==> src/rtl/ibuf_pkg.sv <==
// Shared definitions for the decoded-instruction buffer between fetch/decode and dispatch.
// The entry struct is declared MSB first so that opcode occupies the low bits.
package ibuf_pkg;

  localparam int unsigned ENTRY_W = 30;
  localparam int unsigned FETCH_W = 4;

  localparam int unsigned REG_W   = 4;
  localparam int unsigned OWNER_W = 4;

  localparam int unsigned OPCODE_LSB     = 0;
  localparam int unsigned RT_LSB         = 4;
  localparam int unsigned RA_LSB         = 8;
  localparam int unsigned RB_LSB         = 12;
  localparam int unsigned OPA_DEP_BIT    = 16;
  localparam int unsigned OPA_OWNER_LSB  = 17;
  localparam int unsigned OPB_DEP_BIT    = 21;
  localparam int unsigned OPB_OWNER_LSB  = 22;
  localparam int unsigned USES_RB_BIT    = 26;
  localparam int unsigned IS_LD_STR_BIT  = 27;
  localparam int unsigned IS_FXU_BIT     = 28;
  localparam int unsigned IS_BRANCH_BIT  = 29;

  typedef struct packed {
    logic               is_branch;
    logic               is_fxu;
    logic               is_ld_str;
    logic               uses_rb;
    logic [OWNER_W-1:0] op_b_owner;
    logic               op_b_local_dep;
    logic [OWNER_W-1:0] op_a_owner;
    logic               op_a_local_dep;
    logic [REG_W-1:0]   rb;
    logic [REG_W-1:0]   ra;
    logic [REG_W-1:0]   rt;
    logic [3:0]         opcode;
  } ibuf_entry_t;

  function automatic logic [ENTRY_W-1:0] pack_entry(input ibuf_entry_t e);
    return e;
  endfunction

  function automatic ibuf_entry_t unpack_entry(input logic [ENTRY_W-1:0] v);
    return ibuf_entry_t'(v);
  endfunction

endpackage

==> src/rtl/instruction_buffer.sv <==
// Four-lane in / four-lane out circular FIFO of decoded entries, flushed on a taken jump.
// Status outputs depend only on the registered count, never on the current inputs.
module instruction_buffer
  import ibuf_pkg::*;
#(
  parameter int unsigned DEPTH = 16
) (
  input  logic                       clk,
  input  logic                       rst,
  input  logic                       flush,
  input  logic                       in_valid,
  input  logic [2:0]                 in_count,
  input  logic [FETCH_W*ENTRY_W-1:0] in_entry,
  output logic [2:0]                 num_free,
  output logic [FETCH_W-1:0]         out_valid,
  output logic [FETCH_W*ENTRY_W-1:0] out_entry,
  input  logic [2:0]                 deq_count,
  output logic [$clog2(DEPTH):0]     occupancy,
  output logic                       err
);

  localparam int unsigned AW = $clog2(DEPTH);
  localparam int unsigned CW = AW + 1;

  logic [AW-1:0]      head_q, head_d;
  logic [AW-1:0]      tail_q, tail_d;
  logic [CW-1:0]      count_q, count_d;
  logic               err_q, err_d;
  logic [ENTRY_W-1:0] mem_q [DEPTH];

  logic [CW-1:0] space;
  logic [2:0]    enq_n;
  logic [2:0]    deq_n;
  logic          ovf;
  logic          unf;

  always_comb begin
    space    = CW'(DEPTH) - count_q;
    num_free = (space >= CW'(FETCH_W)) ? 3'(FETCH_W) : space[2:0];

    ovf   = in_valid && (in_count > num_free);
    enq_n = in_valid ? (ovf ? num_free : in_count) : 3'd0;

    // count_q < deq_count <= 7 here, so the low three bits hold the whole value
    unf   = CW'(deq_count) > count_q;
    deq_n = unf ? count_q[2:0] : deq_count;

    head_d  = head_q + AW'(deq_n);
    tail_d  = tail_q + AW'(enq_n);
    count_d = count_q + CW'(enq_n) - CW'(deq_n);
    err_d   = err_q | ovf | unf;
  end

  always_comb begin
    out_valid = '0;
    out_entry = '0;
    for (int i = 0; i < FETCH_W; i++) begin
      out_valid[i]                      = CW'(i) < count_q;
      out_entry[i*ENTRY_W +: ENTRY_W]   = mem_q[head_q + AW'(i)];
    end
  end

  assign occupancy = count_q;
  assign err       = err_q;

  always_ff @(posedge clk) begin
    if (rst) begin
      head_q  <= '0;
      tail_q  <= '0;
      count_q <= '0;
      err_q   <= 1'b0;
    end else if (flush) begin
      head_q  <= '0;
      tail_q  <= '0;
      count_q <= '0;
    end else begin
      head_q  <= head_d;
      tail_q  <= tail_d;
      count_q <= count_d;
      err_q   <= err_d;
    end
  end

  // Storage has no reset; lanes at or beyond count are never presented as valid.
  always_ff @(posedge clk) begin
    for (int i = 0; i < FETCH_W; i++) begin
      if (!rst && !flush && (3'(i) < enq_n)) begin
        mem_q[tail_q + AW'(i)] <= in_entry[i*ENTRY_W +: ENTRY_W];
      end
    end
  end

endmodule

==> config.mk <==
export PLATFORM = sky130hd
export DESIGN_NAME = instruction_buffer
export DESIGN_NICKNAME = d
export VERILOG_FILES = /design/src/rtl/ibuf_pkg.sv /design/src/rtl/instruction_buffer.sv
export SDC_FILE = /design/constraint.sdc
export NUM_CORES = 2
export LEC_CHECK = 0
export BUFFER_PORTS_ARGS = -buffer_cell sky130_fd_sc_hd__buf_2
export CORE_MARGIN = 2
export CORE_UTILIZATION = 57
export CTS_CLUSTER_SIZE = 28
export DETAILED_ROUTE_END_ITERATION = 8
export PLACE_DENSITY = 0.76
export SYNTH_ARGS = -nofsm -noshare
export SYNTH_HDL_FRONTEND = slang
export SYNTH_SLANG_ARGS = --single-unit
==> constraint.sdc <==
create_clock -name clk -period 7.21 [get_ports clk]
set_input_delay 1.442 -clock clk [delete_from_list [all_inputs] [get_ports clk]]
set_output_delay 1.442 -clock clk [all_outputs]
set_load 0.1 [all_outputs]
==> impl_metrics.ini <==
[synthesis]
synth_cells = 3791
yosysWarnings = 0
synth-edff-count = 480
syn-cell-area_mm2 = 0.04278
yosys.cell_types.count = 63
synth.yosys.seq_area_share_pct = 34.35
syn_avg_cell_area_um2 = 11.28
synthArstFlopShare_pct = 0
synth_flop_cell = edfxtp_1
synth_seq_cells = 494
syn_nets = 3950

[placed_design]
gp_congestion = 1.019
dp.cells = 4610
placed_area_mm2 = 0.04455
dp_hpwl_mm = 111.2
io_buffers = 262

[detailed_routing]
drt_iter0_drc = 8782
post-route-drc-count = 34
ant_nets = 0
first_pass_iters = 9
routed_wl_mm = 179.7
routedWlPerCell_um = 38.09
via_per_inst = 8.532
vias = 40235

[clocking]
clk_path_buf_depth = 3
clk_latency_ns = 0.67
cts_buffers = 55
htreeDepth = 2
cts-root-buf = clkbuf_16
path_clk_slew_ns = 0.06
cts_tree = yes
post_cts_buffers = 0
cts_hold_buf = 0
cts.sinks = 494
cts_resized = 0

[timing]
finalSetupViolCount = 0
worstMarginPinSlew_ns = 1.478
period_share_pct = 80.63
rsz0062_at_grt = false
fin_crit_ns = 5.814
fmax_mhz = 172.0
setup_tns_ns = 0
whs_ns = 0.4927
skew_ns = 0.03093
relSlewSlack_pct = 1.242
slew_violations = 0
hold_viol_final = 0

[die]
die_h_um = 278.0
rows = 100
die_area_mm2 = 0.07726
ios = 263
fp.dieW_um = 278.0
initial_core_util_pct = 57.56
coreArea_mm2 = 0.07432

[grt]
grt_pass1_vias = 38317
use_met3_pct = 22.34
gr-usage-met1_pct = 57.16
grt_first_pass_wirelength_mm = 258.9
grt.overflow.total = 0
grt_max_degree = 153
antenna_found_initial = 15
grt_most_used_layer = met2
use_met2_pct = 64.21
grt.total_usage_pct = 45.94

[layout]
drive_gt1_share_pct = 30.98
multiInputGateArea_mm2 = 0.02617
most-common-layout-cells = 671 x nand2_1, 600 x mux4_2, 480 x edfxtp_1, 421 x o22ai_1, 262 x buf_2
final_area_mm2 = 0.04632
area_delta_synth_final_pct = 8.283
fillers = 5700
nets = 3857
regArea_mm2 = 0.01471
final_common_cell = nand2_1
fin_cells = 4716

[outcome]
violations = DRC
status = finished with violations

[worst_setup_path]
cp.required_ns = 7.53
cp.arrival_ns = 6.13
worstPathMaxFanout = 31
startpoint_type = flop
reg2reg_depth = 15
crit_path_start = occupancy[0]
end_kind = flop
timing.rr.end = mem_q[14][23]
crit_type = flop to flop
r2r_start = occupancy[0]
r2r_slack_ns = 1.40

[pwr]
p_switching_mw = 6.768
total_power_mw = 13.97
combPwrFrac_pct = 55.4
power_leakage_nw = 14.54
p_int_mw = 7.203
ir_drop_v = 0.0003911
p_per_area_mw_per_mm2 = 301.6
p_seq_share_pct = 23.7
pwr-share-clk_pct = 20.9
switching_share_pct = 48.44

[min_path]
holdPathEnd = err
min_from = err
hold_class = flop to flop
hold_path_depth = 2

[run]
drv_cap = 0
per-stage QoR:
| stage | setup slack, ns | util [%] |
|---|---|---|
| after floorplan | -0.5151 | - |
| after global placement | 1.654 | 59.94 |
| after detailed placement | 1.551 | 59.94 |
| after CTS | 1.528 | 62.30 |
| after global routing | 1.104 | 62.32 |
| final | 1.396 | 62.33 |
kinds of logic after synthesis:
kind of cell | after synthesis | share of synthesized area, %
compound gates | 1034 | 14.36
xor+xnor | 21 | 0.4738
fa+ha+maj | 29 | 0.9360
buf+inv | 569 | 5.306
flops | 494 | 34.35
mux | 783 | 35.87
simple gates | 861 | 8.701
power by group through the flow:
stage / clock [mW] / sequential, mW / combinational (mW)
CTS: 2.86 / 3.31 / 7.65
global placement: 0 / 3.36 / 7.55
detailed placement: 0 / 3.37 / 7.64
finish: 2.92 / 3.32 / 7.74
global route: 2.97 / 3.32 / 7.94
floorplan: 0 / 3.41 / 6.22
synthesized netlist by cell type (3+ instances only):
| library cell | count | area, um^2 |
|---|---|---|
| a21oi_2 | 10 | 87.58 |
| nand3_1 | 25 | 125.1 |
| xor2_1 | 7 | 61.31 |
| nor4_2 | 3 | 37.54 |
| o311ai_0 | 8 | 70.07 |
| dfxtp_1 | 14 | 280.3 |
| and2_0 | 8 | 50.05 |
| o22ai_1 | 421 | 2634 |
| mux2i_1 | 182 | 1822 |
| a31oi_1 | 217 | 1358 |
| a21o_1 | 7 | 52.55 |
| fa_1 | 5 | 100.1 |
| edfxtp_1 | 480 | 14410 |
| buf_2 | 62 | 310.3 |
| ha_1 | 24 | 300.3 |
| inv_1 | 28 | 105.1 |
| o211ai_1 | 6 | 45.04 |
| nor3_1 | 5 | 25.02 |
| a21oi_1 | 225 | 1126 |
| nor3_4 | 3 | 48.80 |
| buf_1 | 90 | 337.8 |
| nor4_4 | 3 | 63.81 |
| nor2b_1 | 6 | 37.54 |
| buf_6 | 4 | 45.04 |
| nand3b_1 | 3 | 22.52 |
| o21ai_1 | 53 | 265.3 |
| or3_1 | 4 | 25.02 |
| o21ai_0 | 73 | 365.4 |
| mux4_2 | 600 | 13510 |
| nor3_2 | 3 | 30.03 |
| and3_1 | 63 | 394.1 |
| nand4_1 | 6 | 37.54 |
| buf_4 | 7 | 52.55 |
| nor2_1 | 24 | 90.09 |
| clkbuf_1 | 376 | 1411 |
| nand2_1 | 675 | 2534 |
| xnor2_1 | 13 | 113.9 |
| and2_1 | 16 | 100.1 |
how the worst max path moves through the flow:
stage	to	slack [ns]	cells past startpoint
after floorplan	mem_q[11][0]	-0.52	14
after global placement	mem_q[14][21]	1.65	10
after detailed placement	mem_q[14][22]	1.55	15
after CTS	mem_q[14][21]	1.53	15
after global routing	mem_q[14][21]	1.10	15
final	mem_q[14][23]	1.40	15
critical path: stages, from the launching register on:
cell	delay (ns)
dfxtp_1	0.57
inv_1	0.16
ha_1	0.27
or2b_1	0.23
o21ai_1	0.08
a22o_2	0.25
nand2_1	0.10
ha_1	0.34
o211a_1	0.19
a211oi_4	0.36
o211ai_1	0.19
nand2_1	0.56
nand3_2	0.82
and2_2	0.79
o211ai_1	0.23
buf_4	0.31
state kept, by name (all words and copies together), names as in the netlist:
register   flops
mem_q        480
tail_q         4
err            1
occupancy      5
head_q         4
per-layer routing:
metal / share of wire (%) / up-vias
met5: 0.048 / -
met4: 7.9 / 14
met3: 21 / 1106
met2: 42 / 4904
met1: 30 / 19118
li1: - / 15093
cell type report:
| cell class | count | area share [%] |
|---|---|---|
| multi-input combinational | 2728 | 56.50 |
| sequential | 494 | 31.75 |
| timing repair buffer | 389 | 5.051 |
| clock buffer | 69 | 3.128 |
| tap | 969 | 2.617 |
| clock inverter | 28 | 0.6591 |
| inverter | 30 | 0.2431 |
| antenna | 9 | 0.04862 |
No activity file was read; power rests on OpenSTA's default activity.
